### config.mk
export PLATFORM = sky130hd
export DESIGN_NAME = decoder3to8_seq
export DESIGN_NICKNAME = d
export VERILOG_FILES = /design/src/rtl/decoder_pkg.sv /design/src/rtl/decoder3to8_dataflow.sv /design/src/rtl/decoder3to8_seq.sv
export SDC_FILE = /design/constraint.sdc
export NUM_CORES = 1
export LEC_CHECK = 0
export BUFFER_PORTS_ARGS = -buffer_cell sky130_fd_sc_hd__buf_4
export CAP_MARGIN = 20
export CORE_ASPECT_RATIO = 0.5
export CORE_MARGIN = 5
export CORE_UTILIZATION = 41
export DETAILED_ROUTE_END_ITERATION = 10
export GPL_TIMING_DRIVEN = 0
export HOLD_SLACK_MARGIN = 0.06
export PLACE_DENSITY = 0.63
export SLEW_MARGIN = 20
export SYNTH_ARGS = -nofsm -noshare
export SYNTH_HDL_FRONTEND = slang
export SYNTH_SLANG_ARGS = --single-unit
### constraint.sdc
create_clock -name clk -period 4.76 [get_ports clk]
set_clock_uncertainty 0.05 [all_clocks]
set_input_delay 0 -clock clk [delete_from_list [all_inputs] [get_ports clk]]
set_output_delay 0 -clock clk [all_outputs]
set_load 0.005 [all_outputs]
### src/rtl/decoder_pkg.sv
// Shared definitions for the sequenced 3-to-8 decoder: FSM encoding,
// one-hot helper and the blank (inactive) output pattern.
package decoder_pkg;

  localparam logic [1:0] ST_IDLE  = 2'd0;
  localparam logic [1:0] ST_HOLD  = 2'd1;
  localparam logic [1:0] ST_BLANK = 2'd2;

  localparam logic [7:0] INACTIVE_HIGH = 8'h00;
  localparam logic [7:0] INACTIVE_LOW  = 8'hFF;

  function automatic logic [7:0] onehot8(input logic [2:0] code);
    return 8'b1 << code;
  endfunction

  // Blank pattern for the selected polarity: all lines off.
  function automatic logic [7:0] inactive_pattern(input bit active_low);
    return active_low ? INACTIVE_LOW : INACTIVE_HIGH;
  endfunction

endpackage

### src/rtl/decoder3to8_dataflow.sv
// Pure combinational 3-to-8 decoder built from eight AND terms,
// active-high outputs.
module decoder3to8_dataflow (
  input  logic [2:0] code,
  output logic [7:0] dec
);

  assign dec[0] = ~code[2] & ~code[1] & ~code[0];
  assign dec[1] = ~code[2] & ~code[1] &  code[0];
  assign dec[2] = ~code[2] &  code[1] & ~code[0];
  assign dec[3] = ~code[2] &  code[1] &  code[0];
  assign dec[4] =  code[2] & ~code[1] & ~code[0];
  assign dec[5] =  code[2] & ~code[1] &  code[0];
  assign dec[6] =  code[2] &  code[1] & ~code[0];
  assign dec[7] =  code[2] &  code[1] &  code[0];

endmodule

### src/rtl/decoder3to8_seq.sv
// Registered 3-to-8 decoder with valid/ready input: each accepted code is
// shown one-hot for HOLD_CYCLES clocks, blanked for GAP_CYCLES, then done.
module decoder3to8_seq
  import decoder_pkg::*;
#(
  parameter int HOLD_CYCLES = 4,
  parameter int GAP_CYCLES  = 1,
  parameter int ACTIVE_LOW  = 0,
  parameter int CNT_W       = 16
) (
  input  logic       clk,
  input  logic       rst,
  input  logic       en,
  input  logic [2:0] code_in,
  input  logic       code_valid,
  output logic       code_ready,
  output logic [7:0] dec_out,
  output logic       busy,
  output logic       done
);

  localparam logic [7:0]       IDLE_PAT  = inactive_pattern(ACTIVE_LOW != 0);
  localparam logic [CNT_W-1:0] HOLD_LOAD = CNT_W'(HOLD_CYCLES - 1);
  localparam logic [CNT_W-1:0] GAP_LOAD  = (GAP_CYCLES > 0) ? CNT_W'(GAP_CYCLES - 1) : '0;

  logic [1:0]       state, state_n;
  logic [CNT_W-1:0] cnt, cnt_n;
  logic [2:0]       code_q, code_n;
  logic             done_n;
  logic             transfer;
  logic [7:0]       dec_raw, dec_n;

  assign code_ready = (state == ST_IDLE) && en && !rst;
  assign transfer   = code_valid && code_ready;

  // NOTE: every signal gets a default before the case so no path leaves it unassigned (no latches).
  always_comb begin
    state_n = state;
    cnt_n   = cnt;
    code_n  = code_q;
    done_n  = 1'b0;
    case (state)
      ST_IDLE: begin
        if (transfer) begin
          state_n = ST_HOLD;
          cnt_n   = HOLD_LOAD;
          code_n  = code_in;
        end
      end
      ST_HOLD: begin
        if (!en) begin
          state_n = ST_IDLE;
          cnt_n   = '0;
        end else if (cnt == '0) begin
          if (GAP_CYCLES > 0) begin
            state_n = ST_BLANK;
            cnt_n   = GAP_LOAD;
          end else begin
            state_n = ST_IDLE;
            done_n  = 1'b1;
          end
        end else begin
          cnt_n = cnt - CNT_W'(1);
        end
      end
      ST_BLANK: begin
        if (!en) begin
          state_n = ST_IDLE;
          cnt_n   = '0;
        end else if (cnt == '0) begin
          state_n = ST_IDLE;
          done_n  = 1'b1;
        end else begin
          cnt_n = cnt - CNT_W'(1);
        end
      end
      default: begin
        state_n = ST_IDLE;
        cnt_n   = '0;
      end
    endcase
  end

  // Decode the next captured code so the registered pattern appears one clock after transfer.
  decoder3to8_dataflow u_dec (
    .code (code_n),
    .dec  (dec_raw)
  );

  assign dec_n = (state_n == ST_HOLD) ? ((ACTIVE_LOW != 0) ? ~dec_raw : dec_raw) : IDLE_PAT;

  // NOTE: state registers use non-blocking assignments so all of them update from pre-edge values.
  // NOTE: the reset branch puts every output at its inactive value immediately, independent of clk.
  always_ff @(posedge clk or posedge rst) begin
    if (rst) begin
      state   <= ST_IDLE;
      cnt     <= '0;
      code_q  <= 3'd0;
      dec_out <= IDLE_PAT;
      busy    <= 1'b0;
      done    <= 1'b0;
    end else begin
      state   <= state_n;
      cnt     <= cnt_n;
      code_q  <= code_n;
      dec_out <= dec_n;
      busy    <= (state_n != ST_IDLE);
      done    <= done_n;
    end
  end

endmodule

==> reports/qor_table.md, run 1 <==
| Metric | Value | Unit |
|:---|:---|:---|
| Bufs and invs on worst path | 2 | - |
| Initial antenna violation count | 0 | - |
| Ys async rst share | 1.000 | - |
| Number of hold buffers added after cts | 4 | - |
| Final instance count without filler cells | 248 | - |
| Top FF cell, synth | sky130_fd_sc_hd__dfrtp_1 | - |
| Category of the worst setup path launch point | flop | - |
| Gate count after technology mapping | 165 | - |
| Chip width | 99.49 | um |
| Class of the most critical hold timing path | in2reg | - |
| Count of clock tree sinks | 31 | - |
| Pin count of the biggest net entering global routing | 34 | - |
| Slew of the pin with the lowest slew margin | 0.6830 | ns |
| Worst Setup End Kind | flop | - |
| Routed wirelength normalized by instance count | 13.95 | um |
| Remaining antenna violation count after routing | 0 | - |
| Die Footprint | 5446 | um2 |
| Number of synthesis warnings | 0 | - |
| Fraction of final layout cells sized beyond drive strength 1 | 0.2165 | - |
| IR drop worst, VDD | 0.2485 | mV |
| Violation count after the first detailed-routing iteration | 58 | - |
| Critical Setup Path Class | reg2reg | - |
| Slew Viols, Final | 0 | - |
| Highest net fanout along the worst path | 10 | - |
| Number of buffers added by the clock tree synthesis step | 5 | - |
| Quantity of gates resized following cts | 0 | - |
| Maximum clock insertion buffer count | 2 | - |
| Antenna Cells | 0 | - |
| Max stage delay cell, worst path | sky130_fd_sc_hd__dfrtp_1 | - |
| Cell family contributing the most delay on the critical path | simple AND/OR/NAND/NOR gates | - |
| Portion of synthesized cell area occupied by the leading cell type | 0.4726 | - |
| Minimum period implied by the final worst setup slack | 2.221 | ns |
| Status | finished clean | - |
| Vertical die dimension | 54.75 | um |
| Std-Cell Core Area | 3884 | um2 |
| Data arrival time of the worst path | 2.34 | ns |
| TritonCTS clock tree | built | - |
| Cells taking the most area after synthesis | sky130_fd_sc_hd__dfrtp_1 47%, sky130_fd_sc_hd__nor2_1 5.5%, sky130_fd_sc_hd__xnor2_1 3.2%, sky130_fd_sc_hd__a31oi_1 1.9%, sky130_fd_sc_hd__a21oi_1 1.8% | - |
| Max Fclk | 450.3 | MHz |
| Total chip power | 994.3 | uW |
| Clock-pin slew reported for the worst setup and hold paths after clock tree synthesis | 0.07 | ns |
| Mean instance size in the synthesized netlist | 9.949 | um2 |
| Clk root buf | sky130_fd_sc_hd__clkbuf_8 | - |
| Cell leakage power | 0.0008994 | uW |
| # setup viols final | 0 | - |
| Post-Syn Area | 1642 | um2 |
| EDFF count, synth | 0 | - |
| Clock latency of the later-clocked register in the worst-skew pair | 0.27 | ns |
| First-pass GRT wire length | 5844 | um |
| Worst hold margin | 0.07263 | ns |
| Number of filler cells placed in the layout | 375 | - |
| Post-detail-place hpwl | 2401 | um |
| FF+latch count, synth | 31 | - |
| Ratio of routed vias to standard cells | 5.210 | - |
| Largest area contributor in the netlist | sky130_fd_sc_hd__dfrtp_1 | - |
| Total Negative Setup Slacks | 0 | ns |
| GRT Total Usage | 0.1396 | - |
| Max-Cap Viols | 0 | - |
| Final-stage net count | 201 | - |
| Hold violation total from the final report | 0 | - |
| Final clock period utilization by the worst path | 0.4666 | - |
| Remaining global-route overflow | 0 | - |
| Power density over the cells | 494.8 | nW/um2 |
| DRC viols | 0 | - |
| CP required | 4.88 | ns |
| WL final | 3460 | um |
| Effective utilization at floorplan | 0.4227 | - |
| Total via count in the routed design | 1292 | - |
| FP Rows | 16 | - |
| H-tree Lvls | 2 | - |
| Gp weighted congestion | 0.8169 | - |
| Distinct cells, synth | 51 | - |
| Unrepaired setup endpoints after global routing | no | - |
| Max_slew headroom | 0.5440 | - |
| Sequence of cells on the critical path | inv_1, ha_1, nor3b_1, nand4_1, buf_2, nor2_1, a21oi_1, o22a_1 | - |
| Area growth from synthesis to final layout | 22.41 | % |
| Share of synthesized area occupied by flip-flops and latches | 0.4726 | - |
| Total placed cells including tap cells | 236 | - |
| Post-CTS repair timing setup buffer count | 0 | - |
| Max incr delay on CP | 0.43 | ns |
| Top Ports | 18 | - |
| Port buffer count | 17 | - |
| Number of detailed-routing iterations run before antenna repair | 4 | - |
| Number of global-route vias before repair | 1225 | - |
| Net count of the mapped netlist | 173 | - |
## synth_stat cells (4+ instances only)
cell / instances
sky130_fd_sc_hd__dfrtp_1: 31
sky130_fd_sc_hd__nor2_1: 24
sky130_fd_sc_hd__inv_1: 8
sky130_fd_sc_hd__nand2_1: 7
sky130_fd_sc_hd__a21oi_1: 6
sky130_fd_sc_hd__xnor2_1: 6
sky130_fd_sc_hd__a31oi_1: 5
sky130_fd_sc_hd__nor3_1: 5
sky130_fd_sc_hd__o21ai_0: 5
sky130_fd_sc_hd__o211ai_1: 4
sky130_fd_sc_hd__or3_1: 4
## kinds of logic (layout without fill, tap and decap cells)
group,after synthesis,after routing,share of synthesized area
buffers and inverters,13,42,0.03811
and+or+nand+nor,67,67,0.2325
xor gates and xnor gates,9,9,0.04802
DFF,31,31,0.4726
muxes,2,2,0.01372
adders and majority gates,1,1,0.007621
AOI/OAI and AO/OA,42,42,0.1875
## worst paths after layout
path | from | to | slack [ns] | depth (start not counted)
setup / recovery | cnt[0] | cnt[1] | 2.54 | 8
hold / removal | en | busy | 0.07 | 4
setup reg to reg | cnt[0] | cnt[1] | 2.54 | 8
hold reg to reg | code_q[0] | code_q[0] | 0.47 | 2
max in group asynchronous | rst | cnt[2] | 3.86 | 3
min in group asynchronous | rst | state[0] | 0.36 | 3
## where the power goes
group | switching, uW | internal, uW | total [uW]
Sequential | 58.1 | 309 | 367
Clock | 96.3 | 209 | 306
Combinational | 179 | 142 | 321
## layout make-up
cell class,count,area (um2),area share
flip-flops and latches,31,775.7,0.3861
well taps,54,67.56,0.03362
plain buffers,5,32.53,0.01619
repair buffers,21,167.7,0.08344
clock buffers,6,72.57,0.03611
multi-input cells,121,803.3,0.3998
inverters,8,30.03,0.01494
clock inverters,2,60.06,0.02989
## routing by layer
layer  track usage  part of all wire  vias up
met4       0.03175                 0        0
met2        0.2422              0.47       14
met5             0                 0        -
met3       0.03817             0.022        0
li1              -                 -      656
met1        0.1781              0.50      622
## registers in the layout, summed over array words and instances, names as in the netlist
register  cells
cnt          16
code_q        3
state         2
done          1
dec_out       8
busy          1
## worst min-delay path, stage by stage
cell	delay [ns]
sky130_fd_sc_hd__buf_4	0.09
sky130_fd_sc_hd__buf_4	0.15
sky130_fd_sc_hd__nand2_1	0.06
sky130_fd_sc_hd__nand2_1	0.06
## layout by cell type, fill, tap and decap left out, types with 3 or more instances in the layout
cell type	count
sky130_fd_sc_hd__nor3b_1	3
sky130_fd_sc_hd__nor2_1	24
sky130_fd_sc_hd__buf_4	18
sky130_fd_sc_hd__xor2_1	3
sky130_fd_sc_hd__dlygate4sd3_1	4
sky130_fd_sc_hd__nand2_1	7
sky130_fd_sc_hd__inv_1	7
sky130_fd_sc_hd__or3_1	4
sky130_fd_sc_hd__o211ai_1	4
sky130_fd_sc_hd__nor4_1	3
sky130_fd_sc_hd__a31oi_1	5
sky130_fd_sc_hd__clkbuf_8	5
sky130_fd_sc_hd__o22a_1	3
sky130_fd_sc_hd__xnor2_1	6
sky130_fd_sc_hd__dfrtp_1	31
sky130_fd_sc_hd__o21ai_0	5
sky130_fd_sc_hd__a21oi_1	6
sky130_fd_sc_hd__nand4_1	3
sky130_fd_sc_hd__o21ai_1	3
sky130_fd_sc_hd__nor3_1	5
## stage by stage
step,area [um2],util,worst slack [ns]
2_1_floorplan,1642,-,2.864
3_3_place_gp,1837,0.4729,2.306
3_5_place_dp,1837,0.4729,2.548
4_1_cts,2009,0.5174,2.520
5_1_grt,2009,0.5174,2.283
6_report,2009,0.5174,2.539
Note: power is estimated with default switching activity, not from simulation.
==> run 2: changes to the inputs <==
--- a/config.mk
+++ b/config.mk
@@ -13,7 +13,7 @@
 export DETAILED_ROUTE_END_ITERATION = 10
 export GPL_TIMING_DRIVEN = 0
 export HOLD_SLACK_MARGIN = 0.06
-export PLACE_DENSITY = 0.63
+export PLACE_DENSITY = 0.65
 export SLEW_MARGIN = 20
 export SYNTH_ARGS = -nofsm -noshare
 export SYNTH_HDL_FRONTEND = slang
==> constraint.sdc (replaced) <==
create_clock -name clk -period 2 [get_ports clk]
set_clock_uncertainty 0.05 [all_clocks]
set_input_delay 0 -clock clk [delete_from_list [all_inputs] [get_ports clk]]
set_output_delay 0 -clock clk [all_outputs]
set_load 0.005 [all_outputs]
==> run 2 against run 1 <==
Critical path depth fell by 2. Critical endpoint is now cnt[8]. Largest power group is now combinational cells. Global-route usage rose by 1.7 points. Flip-flop and latch count did not move. Final cell count rose by 3.6%.
==> reports/qor_table.md, run 2 (synthesized netlist as in run 1, its figures left out) <==
| Metric | Value | Unit | vs previous |
|:---|:---|:---|:---|
| Status | finished clean | - | unchanged |
| Class of the most critical hold timing path | in2reg | - | unchanged |
| Ratio of routed vias to standard cells | 5.416 | - | was 5.210 |
| IR drop worst, VDD | 0.4621 | mV | was 0.2485 mV |
| Most frequent standard cell in the layout excluding fill and tap cells | sky130_fd_sc_hd__dfrtp_1 | - | unchanged |
| Category of the worst setup path launch point | flop | - | unchanged |
| Total placed cells including tap cells | 236 | - | unchanged |
| Hold violation total from the final report | 0 | - | unchanged |
| Largest reg by FF count | cnt | - | unchanged |
| Clock latency of the later-clocked register in the worst-skew pair | 0.29 | ns | was 0.27 ns |
| Clk pwr share | 0.206 | - | was 0.307 |
| Total Negative Setup Slacks | 0 | ns | unchanged |
| Max_slew headroom | 0.7360 | - | was 0.5440 |
| Cell leakage power | 0.0009350 | uW | was 0.0008994 uW |
| Effective utilization at floorplan | 0.4227 | - | unchanged |
| Max Fclk | 500.4 | MHz | was 450.3 MHz |
| H-tree Lvls | 2 | - | unchanged |
| Chip width | 99.49 | um | unchanged |
| Top Ports | 18 | - | unchanged |
| Post-Layout Inst Area | 2106 | um2 | was 2009 um2 |
| Max-Cap Viols | 0 | - | unchanged |
| Critical Setup Path Class | reg2reg | - | unchanged |
| Final clock period utilization by the worst path | 0.9992 | - | was 0.4666 |
| WL final | 3769 | um | was 3460 um |
| # setup viols final | 0 | - | unchanged |
| Final-stage net count | 210 | - | was 201 |
| Count of clock tree sinks | 31 | - | unchanged |
| Area growth from synthesis to final layout | 28.28 | % | was 22.41% |
| Vertical die dimension | 54.75 | um | unchanged |
| Combinational fraction of design power | 0.413 | - | was 0.323 |
| Number of detailed-routing iterations run before antenna repair | 4 | - | unchanged |
| Remaining antenna violation count after routing | 0 | - | unchanged |
| Seq pwr share | 0.380 | - | was 0.369 |
| Port buffer count | 17 | - | unchanged |
| Number of global-route vias before repair | 1351 | - | was 1225 |
| Sequence of cells on the critical path | or4_1, buf_2, or3_1, a311oi_2, xnor2_1, nor2_2 | - | was inv_1, ha_1, nor3b_1, nand4_1, buf_2, nor2_1, a21oi_1, o22a_1 |
| Initial antenna violation count | 0 | - | unchanged |
| Slew of the pin with the lowest slew margin | 0.3949 | ns | was 0.6830 ns |
| Total via count in the routed design | 1392 | - | was 1292 |
| Max stage delay cell, worst path | sky130_fd_sc_hd__or4_1 | - | was sky130_fd_sc_hd__dfrtp_1 |
| First-pass GRT wire length | 6430 | um | was 5844 um |
| Max incr delay on CP | 0.52 | ns | was 0.43 ns |
| Regs by FF count | cnt x16, dec_out x8, code_q x3 | - | unchanged |
| Die Footprint | 5446 | um2 | unchanged |
| FP Rows | 16 | - | unchanged |
| Routed wirelength normalized by instance count | 14.67 | um | was 13.95 um |
| Sw frac | 0.3769 | - | was 0.3355 |
| Unrepaired setup endpoints after global routing | yes | - | was no |
| Worst Setup End Kind | flop | - | unchanged |
| Std-Cell Core Area | 3884 | um2 | unchanged |
| Switching pwr | 873.6 | uW | was 333.6 uW |
| Total chip power | 2318 | uW | was 994.3 uW |
| Data arrival time of the worst path | 2.12 | ns | was 2.34 ns |
| Minimum period implied by the final worst setup slack | 1.998 | ns | was 2.221 ns |
| Pin count of the biggest net entering global routing | 32 | - | was 34 |
| GRT Total Usage | 0.1570 | - | was 0.1396 |
| Final instance count without filler cells | 257 | - | was 248 |
| Violation count after the first detailed-routing iteration | 49 | - | was 58 |
| Gp weighted congestion | 0.7893 | - | was 0.8169 |
| Slew Viols, Final | 0 | - | unchanged |
| Number of buffers added by the clock tree synthesis step | 5 | - | unchanged |
| Clk root buf | sky130_fd_sc_hd__clkbuf_8 | - | unchanged |
| Worst hold margin | 0.1758 | ns | was 0.07263 ns |
| Remaining global-route overflow | 0 | - | unchanged |
| Post-DP Area | 1837 | um2 | unchanged |
| Internal power of the cells | 1444 | uW | was 660.7 uW |
| Power density over the cells | 1101 | nW/um2 | was 494.8 nW/um2 |
| TritonCTS clock tree | built | - | unchanged |
| Clock-pin slew reported for the worst setup and hold paths after clock tree synthesis | 0.06 | ns | was 0.07 ns |
| Post-detail-place hpwl | 2484 | um | was 2401 um |
| Highest net fanout along the worst path | 6 | - | was 10 |
| Top library cells by usage in the layout, fill and taps aside | 30 x sky130_fd_sc_hd__dfrtp_1, 25 x sky130_fd_sc_hd__buf_4, 23 x sky130_fd_sc_hd__nor2_1, 7 x sky130_fd_sc_hd__inv_1, 7 x sky130_fd_sc_hd__nand2_1 | - | was 31 x sky130_fd_sc_hd__dfrtp_1, 24 x sky130_fd_sc_hd__nor2_1, 18 x sky130_fd_sc_hd__buf_4, 7 x sky130_fd_sc_hd__inv_1, 7 x sky130_fd_sc_hd__nand2_1 |
| Max reg flops | 16 | - | unchanged |
| Fraction of final layout cells sized beyond drive strength 1 | 0.2956 | - | was 0.2165 |
| Maximum clock insertion buffer count | 2 | - | unchanged |
| Antenna Cells | 0 | - | unchanged |
| CP required | 2.12 | ns | was 4.88 ns |
| DRC viols | 0 | - | unchanged |
-- run 2: timing repair --
| item | 4_1_cts | 5_1_grt |
|---|---|---|
| pin swaps | 1 | 4 |
| endpoints found under the setup margin | 24 | 24 |
| endpoints found under the hold margin | 36 | 0 |
| gates cloned | 0 | 1 |
| gates resized for setup | 5 | 12 |
| hold buffers | 6 | 0 |
| setup buffers | 0 | 6 |
-- run 2: final timing paths --
kind	from	to	slack (ns)	cells past startpoint
worst max-delay path	cnt[4]	cnt[8]	0.002	6
worst min-delay path	code_valid	cnt[3]	0.18	4
worst max register to register	cnt[4]	cnt[8]	0.002	6
worst min register to register	code_q[0]	code_q[0]	0.47	2
max in group asynchronous	rst	cnt[8]	1.42	4
min in group asynchronous	rst	dec_out[1]	0.30	4
-- run 2: layout make-up --
cell class,instances,area [um2]
fill,366,1778
multi-input combinational,121,862.1
sequential,31,777.0
timing repair buffer,30,247.7
clock buffer,6,72.57
tap,54,67.56
buffer,5,36.28
inverter,8,30.03
clock inverter,2,12.51
-- run 2: per-layer routing --
layer,share of wire,track usage
met1,0.47,0.1882
met2,0.48,0.2711
met3,0.031,0.03817
met4,0.023,0.08163
met5,0,0
-- run 2: worst max-delay path, delay by kind of cell (launching register included) --
family	cells	cell delay, ns
AO/OA/AOI/OAI	1	0.21
XOR/XNOR	1	0.16
AND/OR/NAND/NOR	3	0.88
flip-flops	1	0.42
buffers and inverters	1	0.16
-- run 2: power by group through the flow --
stage | Combinational, uW | Sequential, uW | Clock (uW)
finish | 958 | 881 | 478
global route | 1070 | 900 | 530
detailed placement | 765 | 880 | 0
global placement | 756 | 876 | 0
floorplan | 610 | 850 | 0
CTS | 808 | 878 | 492
-- run 2: metrics by stage --
| stage | utilization | setup WS [ns] |
|---|---|---|
| CTS | 0.5193 | 0.0009412 |
| global placement | 0.4729 | -0.4439 |
| floorplan | - | 0.1038 |
| global route | 0.5422 | -0.07197 |
| detailed placement | 0.4729 | -0.1873 |
| finish | 0.5422 | 0.001563 |
